## config.mk

```make
export PLATFORM = sky130hd
export DESIGN_NAME = ast_systolic_tile_sequencer_flat
export DESIGN_NICKNAME = d
export VERILOG_FILES = /design/src/rtl/ast_sa_pkg.sv /design/src/rtl/ast_systolic_tile_sequencer_if.sv /design/src/rtl/ast_sa_skew_shifter.sv /design/src/rtl/ast_systolic_tile_sequencer.sv /design/src/flat_wrapper.sv
export SDC_FILE = /design/constraint.sdc
export NUM_CORES = 1
export LEC_CHECK = 0
export ABC_CLOCK_PERIOD_IN_PS = 2300
export CORE_MARGIN = 2
export CORE_UTILIZATION = 48
export DETAILED_ROUTE_END_ITERATION = 10
export GPL_ROUTABILITY_DRIVEN = 0
export GPL_TIMING_DRIVEN = 1
export MAX_ROUTING_LAYER = met4
export PLACE_DENSITY = 0.88
export SYNTH_ARGS = -nofsm -noshare
export SYNTH_HDL_FRONTEND = slang
export SYNTH_HIERARCHICAL = 1
export SYNTH_SLANG_ARGS = --single-unit
```

## constraint.sdc

```tcl
create_clock -name clk -period 2.3 [get_ports clk]
set_input_delay 0.575 -clock clk [delete_from_list [all_inputs] [get_ports clk]]
set_output_delay 0.575 -clock clk [all_outputs]
set_load 0.01 [all_outputs]
```

## src/rtl/ast_sa_pkg.sv

```systemverilog
`default_nettype none
// ============================================================================
// Package     : ast_sa_pkg
// Description : Shared types and helpers for the systolic tile sequencer:
//               FSM state enum, MAC phase indices and width helpers.
// Revision    : 1.0 - initial release
// ============================================================================
package ast_sa_pkg;

    typedef enum logic [2:0] {
        IDLE     = 3'd0,
        MAC      = 3'd1,
        DONE     = 3'd2,
        CMP_ADD  = 3'd3,
        CMP_LD   = 3'd4,
        CMP_DONE = 3'd5
    } sa_state_e;

    // Phase 0 of every MAC step is the load/accumulate phase.
    localparam int PH_LOAD = 0;

    // The last phase of a MAC step is the multiply phase.
    function automatic int ph_mult(input int mac_phases);
        return mac_phases - 1;
    endfunction

    function automatic int ph_w(input int mac_phases);
        return (mac_phases > 1) ? $clog2(mac_phases) : 1;
    endfunction

    function automatic int dim_w(input int size);
        return $clog2(size) + 1;
    endfunction

    function automatic int cnt_w(input int size);
        return $clog2(size) + 2;
    endfunction

    // Row/column valid bit for a given step; limits beyond the array size
    // saturate to "always valid".
    function automatic logic sel_bit(input int unsigned step,
                                     input int unsigned lim,
                                     input int unsigned size);
        return (lim > size) || (step < lim);
    endfunction

endpackage
`default_nettype wire

```

## src/rtl/ast_systolic_tile_sequencer_if.sv

```systemverilog
`default_nettype none
// ============================================================================
// Interface   : ast_systolic_tile_sequencer_if
// Description : Host command / array control bundle of the tile sequencer.
//               master : sequencer side (takes commands, drives array strobes)
//               slave  : host/array side
//               SA_PERF_CNT_EN adds perf_cycles[31:0].
// Revision    : 1.0 - initial release
// ============================================================================
interface ast_systolic_tile_sequencer_if #(
    parameter int SIZE  = 16,
    parameter int CNT_W = $clog2(SIZE) + 2
);
    localparam int c_dim_w = $clog2(SIZE) + 1;

    logic               start;
    logic               compress;
    logic [CNT_W-1:0]   cfg_cycles;
    logic [c_dim_w-1:0] depth_A;
    logic [c_dim_w-1:0] width_B;

    logic               load_en;
    logic               acc_en;
    logic               mult_en;
    logic               next;
    logic [SIZE-1:0]    memsel_A;
    logic [SIZE-1:0]    memsel_B;
    logic               comp_add;
    logic               comp_en;
    logic               comp_ld;
    logic               busy;
    logic               done;
    logic               err;
`ifdef SA_PERF_CNT_EN
    logic [31:0]        perf_cycles;
`endif

    modport master (
        input  start, compress, cfg_cycles, depth_A, width_B,
`ifdef SA_PERF_CNT_EN
        output perf_cycles,
`endif
        output load_en, acc_en, mult_en, next, memsel_A, memsel_B,
        output comp_add, comp_en, comp_ld, busy, done, err
    );

    modport slave (
        output start, compress, cfg_cycles, depth_A, width_B,
`ifdef SA_PERF_CNT_EN
        input  perf_cycles,
`endif
        input  load_en, acc_en, mult_en, next, memsel_A, memsel_B,
        input  comp_add, comp_en, comp_ld, busy, done, err
    );

endinterface
`default_nettype wire

```

## src/rtl/ast_sa_skew_shifter.sv

```systemverilog
`default_nettype none
// ============================================================================
// Module      : ast_sa_skew_shifter
// Description : SIZE-bit left shift register producing skewed row/column
//               selects. Clear has priority over shift.
//   clk, reset : clock, async active-high reset
//   i_clear    : synchronous clear to zero
//   i_shift_en : shift left by one, inserting i_bit_in at bit 0
//   o_q        : register contents
// Revision    : 1.0 - initial release
// ============================================================================
module ast_sa_skew_shifter #(
    parameter int SIZE = 16
) (
    input  wire logic            clk,
    input  wire logic            reset,
    input  wire logic            i_clear,
    input  wire logic            i_shift_en,
    input  wire logic            i_bit_in,
    output logic [SIZE-1:0]      o_q
);
    logic [SIZE-1:0] r_q;

    always_ff @(posedge clk or posedge reset) begin
        if (reset) begin
            r_q <= '0;
        end else if (i_clear) begin
            r_q <= '0;
        end else if (i_shift_en) begin
            r_q <= {r_q[SIZE-2:0], i_bit_in};
        end
    end

    assign o_q = r_q;

endmodule
`default_nettype wire

```

## src/rtl/ast_systolic_tile_sequencer.sv

```systemverilog
`default_nettype none
// ============================================================================
// Module      : ast_systolic_tile_sequencer
// Description : Sequencer for one SIZE x SIZE systolic MAC array. Runs a
//               MAC sequence of cfg_cycles+1 steps of MAC_PHASES cycles each,
//               with skewed A/B selects, or a column compress sequence.
//               All outputs are registered.
//   clk, reset : clock, async active-high reset
//   sif        : command/strobe bundle (master modport)
//   Optional   : define SA_PERF_CNT_EN for the perf_cycles counter.
// Revision    : 1.0 - initial release
// ============================================================================
module ast_systolic_tile_sequencer
    import ast_sa_pkg::*;
#(
    parameter int SIZE       = 16,
    parameter int MAC_PHASES = 2,
    parameter int CNT_W      = cnt_w(SIZE)
) (
    input wire logic clk,
    input wire logic reset,
    ast_systolic_tile_sequencer_if.master sif
);
    localparam int                c_dim_w   = dim_w(SIZE);
    localparam int                c_ph_w    = ph_w(MAC_PHASES);
    localparam logic [c_ph_w-1:0] c_ph_load = c_ph_w'(PH_LOAD);
    localparam logic [c_ph_w-1:0] c_ph_mult = c_ph_w'(ph_mult(MAC_PHASES));
    // Phase whose closing edge launches the multiply phase.
    localparam logic [c_ph_w-1:0] c_ph_pre  = c_ph_w'(MAC_PHASES - 2);

    sa_state_e          r_state;
    logic [c_ph_w-1:0]  r_phase;
    logic [CNT_W:0]     r_step;      // one bit wider so cfg+1 never wraps
    logic [CNT_W-1:0]   r_cfg;
    logic [c_dim_w-1:0] r_depth_a;
    logic [c_dim_w-1:0] r_width_b;
    logic [c_dim_w-1:0] r_count;
    logic r_load_en, r_acc_en, r_mult_en, r_next;
    logic r_comp_add, r_comp_en, r_comp_ld;
    logic r_busy, r_done, r_err;

    logic             w_cmd_any;
    logic             w_mac_accept;
    logic             w_shift;
    logic [CNT_W:0]   w_last_step;
    logic [SIZE-1:0]  w_memsel_a;
    logic [SIZE-1:0]  w_memsel_b;

    assign w_cmd_any    = sif.start || sif.compress;
    assign w_mac_accept = (r_state == IDLE) && !sif.compress && sif.start
                          && (sif.cfg_cycles != '0);
    // Selects advance on the edge that enters the multiply phase, using the
    // step index before it increments.
    assign w_shift      = (r_state == MAC) && (r_phase == c_ph_pre);
    assign w_last_step  = {1'b0, r_cfg} + {{CNT_W{1'b0}}, 1'b1};

    ast_sa_skew_shifter #(.SIZE(SIZE)) u_skew_a (
        .clk        (clk),
        .reset      (reset),
        .i_clear    (w_mac_accept),
        .i_shift_en (w_shift),
        .i_bit_in   (sel_bit(32'(r_step), 32'(r_depth_a), SIZE)),
        .o_q        (w_memsel_a)
    );

    ast_sa_skew_shifter #(.SIZE(SIZE)) u_skew_b (
        .clk        (clk),
        .reset      (reset),
        .i_clear    (w_mac_accept),
        .i_shift_en (w_shift),
        .i_bit_in   (sel_bit(32'(r_step), 32'(r_width_b), SIZE)),
        .o_q        (w_memsel_b)
    );

    always_ff @(posedge clk or posedge reset) begin
        if (reset) begin
            r_state    <= IDLE;
            r_phase    <= '0;
            r_step     <= '0;
            r_cfg      <= '0;
            r_depth_a  <= '0;
            r_width_b  <= '0;
            r_count    <= '0;
            r_load_en  <= 1'b0;
            r_acc_en   <= 1'b0;
            r_mult_en  <= 1'b0;
            r_next     <= 1'b0;
            r_comp_add <= 1'b0;
            r_comp_en  <= 1'b0;
            r_comp_ld  <= 1'b0;
            r_busy     <= 1'b0;
            r_done     <= 1'b0;
            r_err      <= 1'b0;
        end else begin
            r_done <= 1'b0;
            r_err  <= 1'b0;
            case (r_state)
                IDLE: begin
                    if (sif.compress) begin
                        r_state    <= CMP_ADD;
                        r_busy     <= 1'b1;
                        r_comp_add <= 1'b1;
                        r_comp_en  <= 1'b1;
                        r_count    <= '0;
                        r_depth_a  <= sif.depth_A;
                        r_width_b  <= sif.width_B;
                    end else if (sif.start) begin
                        if (sif.cfg_cycles != '0) begin
                            r_state   <= MAC;
                            r_busy    <= 1'b1;
                            r_load_en <= 1'b1;
                            r_acc_en  <= 1'b1;
                            r_phase   <= c_ph_load;
                            r_step    <= '0;
                            r_cfg     <= sif.cfg_cycles;
                            r_depth_a <= sif.depth_A;
                            r_width_b <= sif.width_B;
                        end else begin
                            r_err <= 1'b1;
                        end
                    end
                end
                MAC: begin
                    if (w_cmd_any) r_err <= 1'b1;
                    if (r_phase == c_ph_mult) begin
                        r_mult_en <= 1'b0;
                        r_next    <= 1'b0;
                        if (r_step == w_last_step) begin
                            r_state <= DONE;
                            r_busy  <= 1'b0;
                            r_done  <= 1'b1;
                        end else begin
                            r_phase   <= c_ph_load;
                            r_load_en <= 1'b1;
                            r_acc_en  <= 1'b1;
                        end
                    end else begin
                        r_load_en <= 1'b0;
                        r_acc_en  <= 1'b0;
                        r_phase   <= r_phase + 1'b1;
                        if (r_phase == c_ph_pre) begin
                            r_mult_en <= 1'b1;
                            r_next    <= 1'b1;
                            r_step    <= r_step + 1'b1;
                        end
                    end
                end
                DONE: begin
                    r_state <= IDLE;
                end
                CMP_ADD: begin
                    if (w_cmd_any) r_err <= 1'b1;
                    // depth_A+1 add cycles: count runs 0..depth_A.
                    if (r_count == r_depth_a) begin
                        r_state    <= CMP_LD;
                        r_comp_add <= 1'b0;
                        r_comp_en  <= 1'b0;
                        r_comp_ld  <= 1'b1;
                    end else begin
                        r_count <= r_count + 1'b1;
                    end
                end
                CMP_LD: begin
                    if (w_cmd_any) r_err <= 1'b1;
                    r_state   <= CMP_DONE;
                    r_comp_ld <= 1'b0;
                    r_busy    <= 1'b0;
                    r_done    <= 1'b1;
                    r_count   <= '0;
                end
                CMP_DONE: begin
                    r_state <= IDLE;
                end
                default: begin
                    r_state <= IDLE;
                end
            endcase
        end
    end

`ifdef SA_PERF_CNT_EN
    // Counts every cycle from acceptance through the completion cycle.
    logic [31:0] r_perf;
    always_ff @(posedge clk or posedge reset) begin
        if (reset) begin
            r_perf <= '0;
        end else if (w_mac_accept || ((r_state == IDLE) && sif.compress)) begin
            r_perf <= '0;
        end else if ((r_state != IDLE) && (r_perf != 32'hFFFF_FFFF)) begin
            r_perf <= r_perf + 32'd1;
        end
    end
    assign sif.perf_cycles = r_perf;
`endif

    assign sif.load_en  = r_load_en;
    assign sif.acc_en   = r_acc_en;
    assign sif.mult_en  = r_mult_en;
    assign sif.next     = r_next;
    assign sif.memsel_A = w_memsel_a;
    assign sif.memsel_B = w_memsel_b;
    assign sif.comp_add = r_comp_add;
    assign sif.comp_en  = r_comp_en;
    assign sif.comp_ld  = r_comp_ld;
    assign sif.busy     = r_busy;
    assign sif.done     = r_done;
    assign sif.err      = r_err;

endmodule
`default_nettype wire

```

## src/flat_wrapper.sv

```systemverilog
// flat-port wrapper written by rule: the top's interface ports become plain ports
module ast_systolic_tile_sequencer_flat import ast_sa_pkg::*;
#(
    parameter int SIZE       = 16,
    parameter int MAC_PHASES = 2,
    parameter int CNT_W      = cnt_w(SIZE)
)
  (clk, reset, sif_start, sif_compress, sif_cfg_cycles, sif_depth_A, sif_width_B, sif_load_en, sif_acc_en, sif_mult_en, sif_next, sif_memsel_A, sif_memsel_B, sif_comp_add, sif_comp_en, sif_comp_ld, sif_busy, sif_done, sif_err);
  ast_systolic_tile_sequencer_if #(.SIZE(SIZE), .CNT_W(CNT_W)) sif_i ();
  input wire logic clk;
  input wire logic reset;
  input wire logic [$bits(sif_i.start)-1:0] sif_start;
  input wire logic [$bits(sif_i.compress)-1:0] sif_compress;
  input wire logic [$bits(sif_i.cfg_cycles)-1:0] sif_cfg_cycles;
  input wire logic [$bits(sif_i.depth_A)-1:0] sif_depth_A;
  input wire logic [$bits(sif_i.width_B)-1:0] sif_width_B;
  output wire logic [$bits(sif_i.load_en)-1:0] sif_load_en;
  output wire logic [$bits(sif_i.acc_en)-1:0] sif_acc_en;
  output wire logic [$bits(sif_i.mult_en)-1:0] sif_mult_en;
  output wire logic [$bits(sif_i.next)-1:0] sif_next;
  output wire logic [$bits(sif_i.memsel_A)-1:0] sif_memsel_A;
  output wire logic [$bits(sif_i.memsel_B)-1:0] sif_memsel_B;
  output wire logic [$bits(sif_i.comp_add)-1:0] sif_comp_add;
  output wire logic [$bits(sif_i.comp_en)-1:0] sif_comp_en;
  output wire logic [$bits(sif_i.comp_ld)-1:0] sif_comp_ld;
  output wire logic [$bits(sif_i.busy)-1:0] sif_busy;
  output wire logic [$bits(sif_i.done)-1:0] sif_done;
  output wire logic [$bits(sif_i.err)-1:0] sif_err;
  assign sif_i.start = sif_start;
  assign sif_i.compress = sif_compress;
  assign sif_i.cfg_cycles = sif_cfg_cycles;
  assign sif_i.depth_A = sif_depth_A;
  assign sif_i.width_B = sif_width_B;
  assign sif_load_en = sif_i.load_en;
  assign sif_acc_en = sif_i.acc_en;
  assign sif_mult_en = sif_i.mult_en;
  assign sif_next = sif_i.next;
  assign sif_memsel_A = sif_i.memsel_A;
  assign sif_memsel_B = sif_i.memsel_B;
  assign sif_comp_add = sif_i.comp_add;
  assign sif_comp_en = sif_i.comp_en;
  assign sif_comp_ld = sif_i.comp_ld;
  assign sif_busy = sif_i.busy;
  assign sif_done = sif_i.done;
  assign sif_err = sif_i.err;
  ast_systolic_tile_sequencer #(.SIZE(SIZE), .MAC_PHASES(MAC_PHASES), .CNT_W(CNT_W)) u_core (.clk(clk), .reset(reset), .sif(sif_i));
endmodule
```

==> flow_summary.rst, run 1 <==
.. list-table::
   :header-rows: 1

   * - Metric
     - Value
   * - Core footprint
     - 7250 sq um
   * - Post-synthesis async set-or-reset flop share
     - 100%
   * - Syn_area_per_cell
     - 10.5 sq um
   * - Outcome
     - complete, no violations
   * - Final critical delay including setup and external delays
     - 2210 ps
   * - Final period utilization
     - 95.9%
   * - Number of enable flip-flop cells after synthesis
     - 0
   * - Cell Pwr Density
     - 1560 nW/um^2
   * - Length in cells of the worst reg-to-reg path
     - 7
   * - IR Drop Worst-Case VDD
     - 792 uV
   * - Via total after detailed routing
     - 2855
   * - Setup Crit Path Kind
     - reg -> reg
   * - Launching element type of the critical path
     - flop
   * - Crit. Startpoint
     - u_core/r_cfg[0]$_DFFE_PP0P_
   * - Tot Pwr
     - 7310 uW
   * - Overall Global Routing Usage
     - 21.5%
   * - Largest fanout of any net on the critical path
     - 6
   * - Number of distinct library cells after synthesis
     - 54
   * - Placed wire-length estimate after detailed placement
     - 5690 um
   * - Number of slew-limit violations in the final report
     - 0
   * - Leakage component of the power
     - 0.00216 uW
   * - Via density
     - 5.43
   * - Primary FF master, synth
     - sky130_fd_sc_hd__dfrtp_1
   * - Fmax
     - 0.453 GHz
   * - Worst Max-Slew Pin Slew
     - 589 ps
   * - Minimum hold slack
     - 511 ps
   * - Diodes inserted
     - 0
   * - Wire length of the first global-routing pass
     - 13700 um
   * - Die height
     - 90.7 um
   * - Yosys warning count
     - 6
   * - Cell chosen for the clock root
     - sky130_fd_sc_hd__clkbuf_8
   * - Final global-route overflow total
     - 0
   * - Number of hold-repair buffers added at the cts stage
     - 0
   * - Type of the worst min-delay path
     - reg -> reg
   * - Worst EP required
     - 2530 ps
   * - Syn Inst Count
     - 345
   * - Clock tree skew after final layout
     - 7.10 ps
   * - Max capacitance violation total
     - 0
   * - Critical Path End
     - u_core/sif.busy$_DFFE_PP0P_
   * - Final number of setup-violating endpoints
     - 0
   * - Number of H-tree levels
     - 3
   * - Post-synthesis register bit count
     - 71
   * - End of the worst register-to-register path
     - u_core/sif.busy$_DFFE_PP0P_
   * - Fin util
     - 64.7%
   * - Post-synthesis instance area
     - 3610 sq um
   * - Clock transition at the registers of the reported paths
     - 80 ps
   * - Placement Cell Area
     - 4420 sq um
   * - Skew-Pair Late Insertion Delay
     - 340 ps
   * - WL/cell
     - 15.3 um
   * - First-pass DRT Iterations
     - 4
   * - Type of destination of the critical path
     - flop
   * - Commonest non-fill, non-tap cells in the layout
     - sky130_fd_sc_hd__dfrtp_1 (71), sky130_fd_sc_hd__clkdlybuf4s50_1 (61), sky130_fd_sc_hd__nor2_1 (50), sky130_fd_sc_hd__mux2i_1 (32), sky130_fd_sc_hd__nand2_1 (31)
   * - Remaining design rule violation count
     - 0
   * - Final worst slack
     - 93.8 ps
   * - Setup slack of the most critical reg-to-reg path
     - 90 ps
   * - Worst reg2reg startpoint
     - u_core/r_cfg[0]$_DFFE_PP0P_
   * - Area Growth Syn to Fin
     - 30.1%
   * - Via count of the first global-routing pass
     - 2948
   * - Worst Hold Depth
     - 1
   * - I/O pins
     - 62
   * - Register area share after synthesis
     - 49.3%
   * - Layout Cell Area excl Fill
     - 4690 sq um
   * - Post CTS Setup Buffer Count
     - 0
   * - Post-layout nets
     - 453
   * - Cell Rows
     - 31
   * - Worst slew margin relative to its limit
     - 60.7%
   * - Port buffer count
     - 61
   * - Arrival time at the worst endpoint
     - 2440 ps
   * - Proportion of layout cells with a drive suffix above 1
     - 13.3%
   * - Clock tree from TritonCTS
     - yes
   * - Routed Wire Length
     - 8060 um
   * - Number of nets in the synthesized netlist
     - 376
   * - CTS Buf Count
     - 9
   * - Most common library cell in the layout ignoring fill and taps
     - sky130_fd_sc_hd__dfrtp_1
   * - Final antenna-violating net count
     - 0
   * - Starting density of the core
     - 49.7%
   * - Iteration-0 DRC count of the detailed router
     - 193
   * - Die area
     - 8220 sq um
   * - Buffer levels on the longest clock path
     - 2
   * - Pin count of the biggest net entering global routing
     - 40
   * - Number of antenna violations at the first check in global routing
     - 0
   * - Clock Sinks
     - 71
   * - Pre-CTS worst setup slack
     - -237 ps
   * - DIE WIDTH
     - 90.7 um
   * - Final hold vios
     - 0
per-stage QoR:
step                setup TNS [ps]  cells
CTS                              0    526
global route                  -101    526
detailed placement           -2390    510
floorplan                        0    345
global placement             -1910    510
finish                           0    526
worst min-delay path by stage:
stage | endpoint | slack (ps) | start
after floorplan | u_core/r_phase$_DFFE_PP0P_ | 470 | u_core/r_phase$_DFFE_PP0P_
after global placement | u_core/sif.next$_DFFE_PP0P_ | 490 | u_core/sif.next$_DFFE_PP0P_
after detailed placement | u_core/sif.next$_DFFE_PP0P_ | 500 | u_core/sif.next$_DFFE_PP0P_
after CTS | u_core/r_width_b[4]$_DFFE_PP0P_ | 520 | u_core/r_width_b[4]$_DFFE_PP0P_
after global routing | u_core/r_width_b[4]$_DFFE_PP0P_ | 540 | u_core/r_width_b[4]$_DFFE_PP0P_
final | u_core/r_width_b[4]$_DFFE_PP0P_ | 510 | u_core/r_width_b[4]$_DFFE_PP0P_
synth_stat cells (2+ instances only):
master	number	area share, %
sky130_fd_sc_hd__nand4_1	6	1.0
sky130_fd_sc_hd__buf_4	3	0.62
sky130_fd_sc_hd__nor3_1	3	0.42
sky130_fd_sc_hd__buf_2	3	0.42
sky130_fd_sc_hd__inv_1	17	1.8
sky130_fd_sc_hd__xor2_1	15	3.6
sky130_fd_sc_hd__xnor2_1	3	0.73
sky130_fd_sc_hd__ha_1	11	3.8
sky130_fd_sc_hd__clkbuf_1	6	0.62
sky130_fd_sc_hd__buf_1	2	0.21
sky130_fd_sc_hd__o31ai_1	2	0.42
sky130_fd_sc_hd__nand3_1	7	0.97
sky130_fd_sc_hd__and3_1	2	0.35
sky130_fd_sc_hd__or2_2	3	0.52
sky130_fd_sc_hd__o31a_1	2	0.49
sky130_fd_sc_hd__nor2b_1	3	0.52
sky130_fd_sc_hd__o21ai_0	11	1.5
sky130_fd_sc_hd__or4_1	2	0.42
sky130_fd_sc_hd__mux2_2	11	3.4
sky130_fd_sc_hd__dfrtp_1	71	49
sky130_fd_sc_hd__o2bb2ai_1	2	0.49
sky130_fd_sc_hd__nor2_1	50	5.2
sky130_fd_sc_hd__buf_6	2	0.62
sky130_fd_sc_hd__and2_1	2	0.35
sky130_fd_sc_hd__nand2_1	31	3.2
sky130_fd_sc_hd__a31oi_1	4	0.69
sky130_fd_sc_hd__nand2b_1	2	0.35
sky130_fd_sc_hd__mux2i_1	32	8.9
sky130_fd_sc_hd__a21oi_1	6	0.83
sky130_fd_sc_hd__buf_12	2	1.1
sky130_fd_sc_hd__nor4_1	3	0.52
sky130_fd_sc_hd__a21o_1	3	0.62
sky130_fd_sc_hd__a211oi_1	2	0.42
metal layers:
metal | wire length (um) | track usage, % | part of all wire [%] | vias to the layer above
met3 | 378 | 4.42 | 4.7 | 12
met1 | 3400 | 25.4 | 42 | 1392
met4 | 119 | 8.46 | 1.5 | 0
li1 | - | - | - | 1348
met2 | 4160 | 36.1 | 52 | 103
met5 | 0 | - | 0 | -
power by group:
| group | total (uW) | leakage (uW) | switching (uW) | internal (uW) |
|---|---|---|---|---|
| registers | 2440 | 0.000834 | 560 | 1880 |
| clock network | 1250 | 0.000130 | 466 | 780 |
| logic | 3630 | 0.00120 | 1750 | 1880 |
| total | 7310 | 0.00216 | 2780 | 4530 |
worst max-delay path, cell delays in order, from the launching register on:
cell	delay (ps)
sky130_fd_sc_hd__dfrtp_1	390
sky130_fd_sc_hd__ha_1	280
sky130_fd_sc_hd__and3_1	230
sky130_fd_sc_hd__nor4b_1	340
sky130_fd_sc_hd__a211oi_1	110
sky130_fd_sc_hd__a211o_4	360
sky130_fd_sc_hd__a2bb2oi_1	170
sky130_fd_sc_hd__a21o_1	200
registers in the layout, summed over array words and instances, names as in the netlist, 3 cells and up:
signal	count
u_core/r_depth_a	5
u_core/u_skew_a/o_q	16
u_core/u_skew_b/o_q	16
u_core/r_state	3
u_core/r_cfg	6
u_core/r_step	7
u_core/r_count	5
u_core/r_width_b	5
final cells by class:
type | instances | area, sq um
fill | 550 | 2560
sequential | 71 | 1780
multi-input combinational | 238 | 1650
timing repair buffer | 84 | 821
clock buffer | 11 | 151
tap | 99 | 124
clock inverter | 5 | 104
inverter | 18 | 67.6
kinds of logic (layout without fill, tap and decap cells):
| logic type | after synthesis | in the layout | synth area share, % |
|---|---|---|---|
| adders and majority gates | 11 | 11 | 3.82 |
| muxes | 43 | 43 | 12.3 |
| AOI/OAI and AO/OA | 46 | 46 | 8.95 |
| and+or+nand+nor | 119 | 119 | 15.1 |
| buffers and inverters | 36 | 118 | 5.48 |
| xor gates and xnor gates | 19 | 19 | 5.03 |
| DFF | 71 | 71 | 49.3 |
timing repair:
item                       CTS  global route
resized for setup            1             2
pin swaps                    0             1
hold endpoints to repair     0             0
setup endpoints to repair    2             4
Note: power is estimated with default switching activity, not from simulation.
==> run 2: changes to the inputs <==
Settings changed: RECOVER_POWER set to 25.
==> run 2 against run 1 <==
Sequential power barely moved. Largest power group unchanged. Fmax increased by 0.10%. Critical path depth unchanged. Worst hold slack unchanged. Via count decreased by 0.21%. Die area unchanged. Clock-buffer cell count did not move. Largest cell class unchanged. Flip-flop and latch count unchanged. Non-clock buffer count did not move.
==> flow_summary.rst, run 2 (synthesized netlist as in run 1, its figures left out) <==
.. list-table::
   :header-rows: 1

   * - Metric
     - Value
   * - Outcome
     - complete, no violations (unchanged)
   * - Worst EP required
     - 2530 ps (about the same)
   * - Pin count of the biggest net entering global routing
     - 40 (unchanged)
   * - Commonest non-fill, non-tap cells in the layout
     - sky130_fd_sc_hd__dfrtp_1 (71), sky130_fd_sc_hd__clkdlybuf4s50_1 (60), sky130_fd_sc_hd__nor2_1 (50), sky130_fd_sc_hd__mux2i_1 (32), sky130_fd_sc_hd__nand2_1 (31) (was sky130_fd_sc_hd__dfrtp_1 (71), sky130_fd_sc_hd__clkdlybuf4s50_1 (61), sky130_fd_sc_hd__nor2_1 (50), sky130_fd_sc_hd__mux2i_1 (32), sky130_fd_sc_hd__nand2_1 (31))
   * - I/O pins
     - 62 (unchanged)
   * - Final period utilization
     - 95.8% (was 95.9%)
   * - Post CTS Setup Buffer Count
     - 0 (unchanged)
   * - Diodes inserted
     - 0 (unchanged)
   * - Cell Pwr Density
     - 1560 nW/um^2 (about the same)
   * - Tot Pwr
     - 7310 uW (about the same)
   * - Arrival time at the worst endpoint
     - 2440 ps (about the same)
   * - Remaining design rule violation count
     - 0 (unchanged)
   * - Critical Path, Cell by Cell
     - ha_1 > and3_1 > nor4b_1 > a211oi_1 > a211o_4 > a2bb2oi_1 > a21o_1 (unchanged)
   * - Most common library cell in the layout ignoring fill and taps
     - sky130_fd_sc_hd__dfrtp_1 (unchanged)
   * - Clock tree from TritonCTS
     - yes (unchanged)
   * - Number of antenna violations at the first check in global routing
     - 0 (unchanged)
   * - Final number of setup-violating endpoints
     - 0 (unchanged)
   * - Core footprint
     - 7250 sq um (unchanged)
   * - Wire length of the first global-routing pass
     - 13700 um (unchanged)
   * - Worst slew margin relative to its limit
     - 35.1% (was 60.7%)
   * - Worst path buffer plus inverter count
     - 0 (unchanged)
   * - Fmax
     - 0.454 GHz (was 0.453 GHz)
   * - Buffer levels on the longest clock path
     - 2 (unchanged)
   * - Post-layout nets
     - 453 (unchanged)
   * - Clock Sinks
     - 71 (unchanged)
   * - Number of slew-limit violations in the final report
     - 0 (unchanged)
   * - Cell Rows
     - 31 (unchanged)
   * - Clock transition at the registers of the reported paths
     - 80 ps (about the same)
   * - Slowest stage delay, CP
     - 390 ps (about the same)
   * - Skew-Pair Late Insertion Delay
     - 350 ps (was 340 ps)
   * - Via total after detailed routing
     - 2849 (was 2855)
   * - Starting density of the core
     - 49.7% (unchanged)
   * - Crit-path slowest cell
     - sky130_fd_sc_hd__dfrtp_1 (unchanged)
   * - Minimum hold slack
     - 511 ps (unchanged)
   * - Final critical delay including setup and external delays
     - 2200 ps (was 2210 ps)
   * - Proportion of layout cells with a drive suffix above 1
     - 13.3% (unchanged)
   * - Number of H-tree levels
     - 3 (unchanged)
   * - Overall Global Routing Usage
     - 21.5% (unchanged)
   * - Worst Hold Depth
     - 1 (unchanged)
   * - Via count of the first global-routing pass
     - 2948 (unchanged)
   * - Die area
     - 8220 sq um (unchanged)
   * - Type of destination of the critical path
     - flop (unchanged)
   * - Worst Max-Slew Pin Slew
     - 973 ps (was 589 ps)
   * - Leakage component of the power
     - 0.00216 uW (about the same)
   * - DIE WIDTH
     - 90.7 um (unchanged)
   * - Largest fanout of any net on the critical path
     - 6 (unchanged)
   * - First-pass DRT Iterations
     - 4 (unchanged)
   * - Area Growth Syn to Fin
     - 30.0% (was 30.1%)
   * - Post-route setup TNS
     - 0 ps (unchanged)
   * - Launching element type of the critical path
     - flop (unchanged)
   * - Die height
     - 90.7 um (unchanged)
   * - WL/cell
     - 15.3 um (about the same)
   * - Type of the worst min-delay path
     - reg -> reg (unchanged)
   * - Max capacitance violation total
     - 0 (unchanged)
   * - CTS Buf Count
     - 9 (unchanged)
   * - Path length in cells of the critical path
     - 7 (unchanged)
   * - Routed Wire Length
     - 8060 um (about the same)
   * - Cell class contributing the biggest share of worst-path delay
     - compound AO/OA/AOI/OAI gates (unchanged)
   * - Length in cells of the worst reg-to-reg path
     - 7 (unchanged)
   * - Port buffer count
     - 61 (unchanged)
   * - Iteration-0 DRC count of the detailed router
     - 193 (unchanged)
   * - Fin util
     - 64.6% (was 64.7%)
   * - Final hold vios
     - 0 (unchanged)
   * - Final global-route overflow total
     - 0 (unchanged)
   * - Cell chosen for the clock root
     - sky130_fd_sc_hd__clkbuf_8 (unchanged)
   * - Via density
     - 5.42 (was 5.43)
   * - Final antenna-violating net count
     - 0 (unchanged)
   * - Placed wire-length estimate after detailed placement
     - 5690 um (unchanged)
   * - Clock tree skew after final layout
     - 7.05 ps (was 7.10 ps)
   * - IR Drop Worst-Case VDD
     - 794 uV (was 792 uV)
   * - Setup Crit Path Kind
     - reg -> reg (unchanged)
-- run 2: cell count changes in the layout (fill, tap and decap cells not counted) --
cell                              before  now
sky130_fd_sc_hd__clkbuf_2              0    1
sky130_fd_sc_hd__clkdlybuf4s50_1      61   60
sky130_fd_sc_hd__dlygate4sd3_1         0    1
sky130_fd_sc_hd__buf_4                20   19
-- run 2: final cells by class --
type                       instances  area [sq um]
multi-input combinational        238          1650
tap                               99           124
fill                             551          2560
inverter                          18          67.6
sequential                        71          1780
clock inverter                     5           104
timing repair buffer              84           818
clock buffer                      11           151
-- run 2: final timing paths --
kind                                                  from                                  to  slack (ps)
max                            u_core/r_cfg[0]$_DFFE_PP0P_         u_core/sif.busy$_DFFE_PP0P_         100
min                        u_core/r_width_b[4]$_DFFE_PP0P_     u_core/r_width_b[4]$_DFFE_PP0P_         510
max reg2reg                    u_core/r_cfg[0]$_DFFE_PP0P_         u_core/sif.busy$_DFFE_PP0P_         100
min reg2reg                u_core/r_width_b[4]$_DFFE_PP0P_     u_core/r_width_b[4]$_DFFE_PP0P_         510
max in group asynchronous                            reset       u_core/r_count[1]$_DFFE_PP0P_         650
min in group asynchronous                            reset  u_core/u_skew_b/o_q[0]$_DFFE_PP0P_         790
-- run 2: per-stage QoR --
step / instance area [sq um] / cells / worst slack [ps]
6_report: 4690 / 526 / 96.0
4_1_cts: 4680 / 526 / 27.1
2_1_floorplan: 3610 / 345 / 39.3
5_1_grt: 4690 / 526 / -51.0
3_3_place_gp: 4420 / 510 / -187
3_5_place_dp: 4420 / 510 / -237
-- run 2: timing repair --
action,4_1_cts,5_1_grt
hold buffers,0,0
setup endpoints to repair,2,4
pin swaps,0,1
endpoints found under the hold margin,0,0
resized for setup,1,2
-- run 2: power breakdown --
| part | total (uW) | switching (uW) | leakage, uW | internal, uW |
|---|---|---|---|---|
| sequential | 2440 | 560 | 0.000834 | 1880 |
| clock | 1250 | 467 | 0.000130 | 780 |
| combinational | 3630 | 1750 | 0.00120 | 1870 |
-- run 2: metal layers --
metal | part of all wire, % | wire [um] | GRT usage [%]
met4 | 1.3 | 108 | 8.46
met1 | 42 | 3430 | 25.4
met2 | 52 | 4170 | 36.1
met5 | 0 | 0 | -
met3 | 4.4 | 354 | 4.42
==> run 3: changes to the inputs <==
Settings changed: CORE_MARGIN 2 to 3, SLEW_MARGIN set to 20.
==> run 3 against run 2 <==
Fmax increased by 0.88%. Via count decreased by 0.95%. Die area increased by 4.5%. Clock skew increased by 1.7 ps. Highest routed layer unchanged. Sequential share of layout area increased by 0.62 points. Flip-flop and latch count unchanged. Register-to-register slack improved by 20 ps. Routed wire length decreased by 4.2%. Core utilization increased by 1.1 points. Final cell count decreased by 0.57%.
==> flow_summary.rst, run 3 (synthesized netlist as in run 1, its figures left out) <==
.. list-table::
   :header-rows: 1

   * - Metric
     - Value
   * - Outcome
     - complete, no violations (unchanged)
   * - Leakage component of the power
     - 0.00212 uW (was 0.00216 uW)
   * - Final antenna-violating net count
     - 0 (unchanged)
   * - Most common library cell in the layout ignoring fill and taps
     - sky130_fd_sc_hd__dfrtp_1 (unchanged)
   * - Proportion of layout cells with a drive suffix above 1
     - 13.6% (was 13.3%)
   * - Type of destination of the critical path
     - flop (unchanged)
   * - Number of H-tree levels
     - 3 (unchanged)
   * - Clock tree skew after final layout
     - 8.77 ps (was 7.05 ps)
   * - Core footprint
     - 7020 sq um (was 7250 sq um)
   * - Non-Filler Instances
     - 523 (was 526)
   * - Number of gates given a new drive strength after cts
     - 0 (was 1)
   * - Final number of setup-violating endpoints
     - 0 (unchanged)
   * - Placement Cell Area
     - 4420 sq um (about the same)
   * - Cell Pwr Density
     - 1500 nW/um^2 (was 1560 nW/um^2)
   * - Number of antenna violations at the first check in global routing
     - 0 (unchanged)
   * - Port buffer count
     - 61 (unchanged)
   * - Final global-route overflow total
     - 0 (unchanged)
   * - Post-layout nets
     - 453 (unchanged)
   * - Cell Rows
     - 30 (was 31)
   * - First-pass DRT Iterations
     - 4 (unchanged)
   * - Post-Place Cells
     - 507 (was 510)
   * - Max capacitance violation total
     - 0 (unchanged)
   * - Remaining design rule violation count
     - 0 (unchanged)
   * - Final hold vios
     - 0 (unchanged)
   * - Via density
     - 5.40 (was 5.42)
   * - Worst reg2reg startpoint
     - u_core/r_cfg[0]$_DFFE_PP0P_ (unchanged)
   * - Iteration-0 DRC count of the detailed router
     - 125 (was 193)
   * - Length in cells of the worst reg-to-reg path
     - 6 (was 7)
   * - Die area
     - 8590 sq um (was 8220 sq um)
   * - Commonest non-fill, non-tap cells in the layout
     - sky130_fd_sc_hd__dfrtp_1 (71), sky130_fd_sc_hd__clkdlybuf4s50_1 (60), sky130_fd_sc_hd__nor2_1 (50), sky130_fd_sc_hd__mux2i_1 (32), sky130_fd_sc_hd__nand2_1 (31) (unchanged)
   * - DIE WIDTH
     - 92.7 um (was 90.7 um)
   * - IR Drop Worst-Case VDD
     - 797 uV (was 794 uV)
   * - Clock tree from TritonCTS
     - yes (unchanged)
   * - Slowest stage delay, CP
     - 390 ps (about the same)
   * - Via total after detailed routing
     - 2822 (was 2849)
   * - Wire length of the first global-routing pass
     - 12900 um (was 13700 um)
   * - Worst slew margin relative to its limit
     - 35.0% (was 35.1%)
   * - Worst EP required
     - 2520 ps (was 2530 ps)
   * - Number of hold-repair buffers added at the cts stage
     - 0 (unchanged)
   * - Crit-path slowest cell
     - sky130_fd_sc_hd__dfrtp_1 (unchanged)
   * - Setup slack of the most critical reg-to-reg path
     - 120 ps (was 100 ps)
   * - Min-Delay Endpoint
     - u_core/r_phase$_DFFE_PP0P_ (was u_core/r_width_b[4]$_DFFE_PP0P_)
   * - Pre-CTS worst setup slack
     - -243 ps (was -237 ps)
   * - Diodes inserted
     - 0 (unchanged)
   * - Arrival time at the worst endpoint
     - 2400 ps (was 2440 ps)
   * - Via count of the first global-routing pass
     - 2874 (was 2948)
   * - Pin count of the biggest net entering global routing
     - 40 (unchanged)
   * - Final period utilization
     - 95.0% (was 95.8%)
   * - Die height
     - 92.7 um (was 90.7 um)
   * - Overall Global Routing Usage
     - 19.2% (was 21.5%)
   * - Worst path buffer plus inverter count
     - 0 (unchanged)
   * - Min-delay src
     - u_core/r_phase$_DFFE_PP0P_ (was u_core/r_width_b[4]$_DFFE_PP0P_)
   * - Layout Cell Area excl Fill
     - 4610 sq um (was 4690 sq um)
   * - WL/cell
     - 14.8 um (was 15.3 um)
   * - Launching element type of the critical path
     - flop (unchanged)
   * - Cell chosen for the clock root
     - sky130_fd_sc_hd__clkbuf_8 (unchanged)
   * - Area Growth Syn to Fin
     - 27.9% (was 30.0%)
   * - Final worst slack
     - 115 ps (was 96.0 ps)
   * - Fillcell total
     - 558 (was 551)
   * - Skew-Pair Late Insertion Delay
     - 340 ps (was 350 ps)
   * - Final critical delay including setup and external delays
     - 2180 ps (was 2200 ps)
   * - Placed wire-length estimate after detailed placement
     - 5620 um (was 5690 um)
   * - Type of the worst min-delay path
     - reg -> reg (unchanged)
   * - End of the worst register-to-register path
     - u_core/r_state[0]$_DFFE_PP0P_ (was u_core/sif.busy$_DFFE_PP0P_)
   * - Clock Sinks
     - 71 (unchanged)
   * - CTS Buf Count
     - 9 (unchanged)
   * - I/O pins
     - 62 (unchanged)
   * - Worst Max-Slew Pin Slew
     - 975 ps (was 973 ps)
   * - Buffer levels on the longest clock path
     - 2 (unchanged)
   * - Critical Path, Cell by Cell
     - ha_2 > xor2_1 > a2111oi_2 > nand3_1 > a211o_1 > o41a_1 (was ha_1 > and3_1 > nor4b_1 > a211oi_1 > a211o_4 > a2bb2oi_1 > a21o_1)
   * - Largest fanout of any net on the critical path
     - 5 (was 6)
   * - Cell class contributing the biggest share of worst-path delay
     - compound AO/OA/AOI/OAI gates (unchanged)
   * - Fin util
     - 65.7% (was 64.6%)
   * - Routed Wire Length
     - 7730 um (was 8060 um)
   * - Setup Crit Path Kind
     - reg -> reg (unchanged)
   * - Worst Hold Depth
     - 1 (unchanged)
   * - Clock transition at the registers of the reported paths
     - 70 ps (was 80 ps)
   * - Starting density of the core
     - 51.4% (was 49.7%)
   * - Post CTS Setup Buffer Count
     - 0 (unchanged)
   * - Fmax
     - 0.458 GHz (was 0.454 GHz)
   * - Number of slew-limit violations in the final report
     - 0 (unchanged)
   * - Minimum hold slack
     - 516 ps (was 511 ps)
run 3: cell types whose count changed in the layout (fill, tap and decap cells not counted):
cell / change
sky130_fd_sc_hd__bufinv_16: -3
sky130_fd_sc_hd__a211o_4: -1
sky130_fd_sc_hd__nor4_2: +1
sky130_fd_sc_hd__a211o_1: +1
sky130_fd_sc_hd__ha_1: -1
sky130_fd_sc_hd__ha_2: +1
sky130_fd_sc_hd__nor4_1: -1
sky130_fd_sc_hd__clkinv_2: +1
sky130_fd_sc_hd__clkinvlp_4: +3
sky130_fd_sc_hd__clkinv_4: -1
run 3: where the power goes:
part           total [uW]  leakage [uW]  internal, uW  switching, uW
combinational        3570       0.00120          1870           1700
sequential           2430      0.000834          1880            555
clock                 905     0.0000873           446            460
total                6910       0.00212          4190           2720
run 3: how the worst max path moves through the flow:
stage                                          endpoint                           from  slack, ps  cells after the start
global route              u_core/r_state[0]$_DFFE_PP0P_    u_core/r_cfg[0]$_DFFE_PP0P_        -10                      6
finish                    u_core/r_state[0]$_DFFE_PP0P_    u_core/r_cfg[0]$_DFFE_PP0P_        120                      6
detailed placement      u_core/r_depth_a[0]$_DFFE_PP0P_              sif_cfg_cycles[3]       -240                      8
floorplan           u_core/u_skew_a/o_q[10]$_DFFE_PP0P_  u_core/r_state[2]$_DFFE_PP0P_         40                      8
global placement        u_core/r_width_b[4]$_DFFE_PP0P_              sif_cfg_cycles[3]       -220                      8
CTS                       u_core/r_state[0]$_DFFE_PP0P_    u_core/r_cfg[0]$_DFFE_PP0P_         60                      6
run 3: layout make-up:
| type | count | area, sq um | share of cell area [%] |
|---|---|---|---|
| clock inverter | 5 | 32.5 | 0.705 |
| tap | 96 | 120 | 2.60 |
| clock buffer | 11 | 151 | 3.28 |
| multi-input combinational | 238 | 1650 | 35.7 |
| inverter | 18 | 67.6 | 1.46 |
| sequential | 71 | 1780 | 38.5 |
| timing repair buffer | 84 | 818 | 17.7 |
run 3: through the flow:
step                setup TNS, ps  total power, uW
finish                          0             6910
global route                -11.8             7460
CTS                             0             6920
detailed placement          -2420             6000
global placement            -2280             5770
floorplan                       0             4710
run 3: per-layer routing:
metal  track usage [%]  part of all wire [%]  vias up  wire length, um
li1                  -                     -     1342                -
met1              23.0                    42     1361             3280
met5                 -                     0        -                0
met4              8.91                   2.4        0              183
met3              3.74                   5.4       20              419
met2              31.4                    50       99             3840
run 3: worst register-to-register path, stage by stage (launching register included):
cell                        delay, ps
sky130_fd_sc_hd__dfrtp_1          390
sky130_fd_sc_hd__ha_2             300
sky130_fd_sc_hd__xor2_1           170
sky130_fd_sc_hd__a2111oi_2        300
sky130_fd_sc_hd__nand3_1          150
sky130_fd_sc_hd__a211o_1          370
sky130_fd_sc_hd__o41a_1           390
==> patch, RTL diff (flow settings as in run 3) <==
`SIZE` is set to 16 in 4 places; all go to 8.
--- a/src/rtl/ast_systolic_tile_sequencer_if.sv
+++ b/src/rtl/ast_systolic_tile_sequencer_if.sv
@@ -9,5 +9,5 @@
 // ============================================================================
 interface ast_systolic_tile_sequencer_if #(
-    parameter int SIZE  = 16,
+    parameter int SIZE  = 8,
     parameter int CNT_W = $clog2(SIZE) + 2
 );
--- a/src/rtl/ast_sa_skew_shifter.sv
+++ b/src/rtl/ast_sa_skew_shifter.sv
@@ -11,5 +11,5 @@
 // ============================================================================
 module ast_sa_skew_shifter #(
-    parameter int SIZE = 16
+    parameter int SIZE = 8
 ) (
     input  wire logic            clk,
--- a/src/rtl/ast_systolic_tile_sequencer.sv
+++ b/src/rtl/ast_systolic_tile_sequencer.sv
@@ -14,5 +14,5 @@
     import ast_sa_pkg::*;
 #(
-    parameter int SIZE       = 16,
+    parameter int SIZE       = 8,
     parameter int MAC_PHASES = 2,
     parameter int CNT_W      = cnt_w(SIZE)
--- a/src/flat_wrapper.sv
+++ b/src/flat_wrapper.sv
@@ -2,5 +2,5 @@
 module ast_systolic_tile_sequencer_flat import ast_sa_pkg::*;
 #(
-    parameter int SIZE       = 16,
+    parameter int SIZE       = 8,
     parameter int MAC_PHASES = 2,
     parameter int CNT_W      = cnt_w(SIZE)
Interface: changed (5 resized); port bits go from 62 to 43. The function was not compared with the original's and may differ.
==> patch against run 3 <==
- sequential cell count shrank 21
- critical path depth is the same
- total power shrank 33%
- worst setup slack lost 0.069 ns
- cell area shrank 30%
- routed wire length shrank 27%
- register-to-register slack gained 0.21 ns
- synthesized area shrank 28%
- count of clock-buffer cells in the layout shrank 6
==> patch: results (changes against run 3) <==
Layout cells sized above 1 -> 14.1% (+0.55 points)
Num CTS Buffers -> 5 (-4)
Nets -> 315 (-30%)
Hold slack final -> 0.514 ns (-0.00196 ns)
Synth Area in XOR/XNOR -> 5.09% (+0.063 points)
Dpl cell area -> 3080 sq um (-30%)
CP startpoint -> sif_cfg_cycles[2]
Status -> finished, final reports clean
Hold worst-path end -> u_core/sif.comp_ld
Worst path max stage delay -> 0.44 ns (+0.05 ns)
Post-synthesis sequential area ratio -> 48.5% (-0.75 points)
Worst setup path end -> u_core/r_width_b[0]
Starting DRT DRC Count -> 224 (+79%)
Mapped Cells -> 241 (-30%)
Worst Path Arrival -> 2.46 ns (+0.06 ns)
Clock transition at the registers of the reported paths -> 0.09 ns (+0.02 ns)
Leak pwr -> 1.45 nW (-32%)
Sw Share -> 39.3% (about the same)
CP delay by family, top -> buffers and inverters
HP Start -> u_core/sif.comp_ld
Slowest-stage cell, CP -> or4_4
Placed Cells -> 350 (-31%)
Clock Power -> 0.630 mW (-30%)
Post-synthesis mux area share -> 12.3% (about the same)
H-tree Lvls -> 2 (-1)
Compound-Gate Fraction of Synth Area -> 9.80% (+0.85 points)
Largest cells by area after synthesis -> dfrtp_1 49%, mux2i_1 6.2%, mux2_2 6.1%
Total number of vias -> 1944 (-31%)
CP Max Fanout -> 4 (-1)
Comb power frac -> 49.3% (-2.4 points)
Worst Skew -> 0.00763 ns (-0.00114 ns)
Largest net degree at the start of global routing -> 35 (-13%)
Clock share of power -> 13.6% (+0.5 points)
Vias in the first global route -> 2007 (-30%)
Hpwl dp -> 3930 microns (-30%)
Syn_nets -> 267 (-29%)
Finished Layout Cells -> 360 (-31%)
## patch: cell count changes after synthesis, sizes merged, moves of 3 or more
cell	before	now
nor2	50	31
a21o	3	0
dfrtp	71	50
nand2	32	12
xnor2	3	8
xor2	15	7
nor3	3	8
mux2i	32	16
nand3	7	3
inv	17	12
clkbuf	6	2
or2	3	0
mux2	11	14
## patch: area by class of cell
cell class	count	area (sq um)
clock buffer	5	68.8
clock inverter	3	45.0
fill	432	1890
inverter	13	48.8
multi-input combinational	165	1200
sequential	50	1250
tap	70	87.6
timing repair buffer	54	546
## patch: what timing repair did
item	in CTS	in global routing
hold buffers	0	0
gates cloned	0	1
gates resized for setup	0	5
endpoints found under the hold margin	0	0
buffers inserted	1	0
pin swaps	1	3
setup endpoints to repair	8	25
## patch: metal layers
metal | track usage [%] | wire length, microns | up-vias
li1 | - | - | 929
met1 | 23.7 | 2370 | 953
met2 | 32.1 | 2980 | 51
met3 | 3.29 | 197 | 11
met4 | 8.42 | 110 | 0
met5 | - | 0 | -
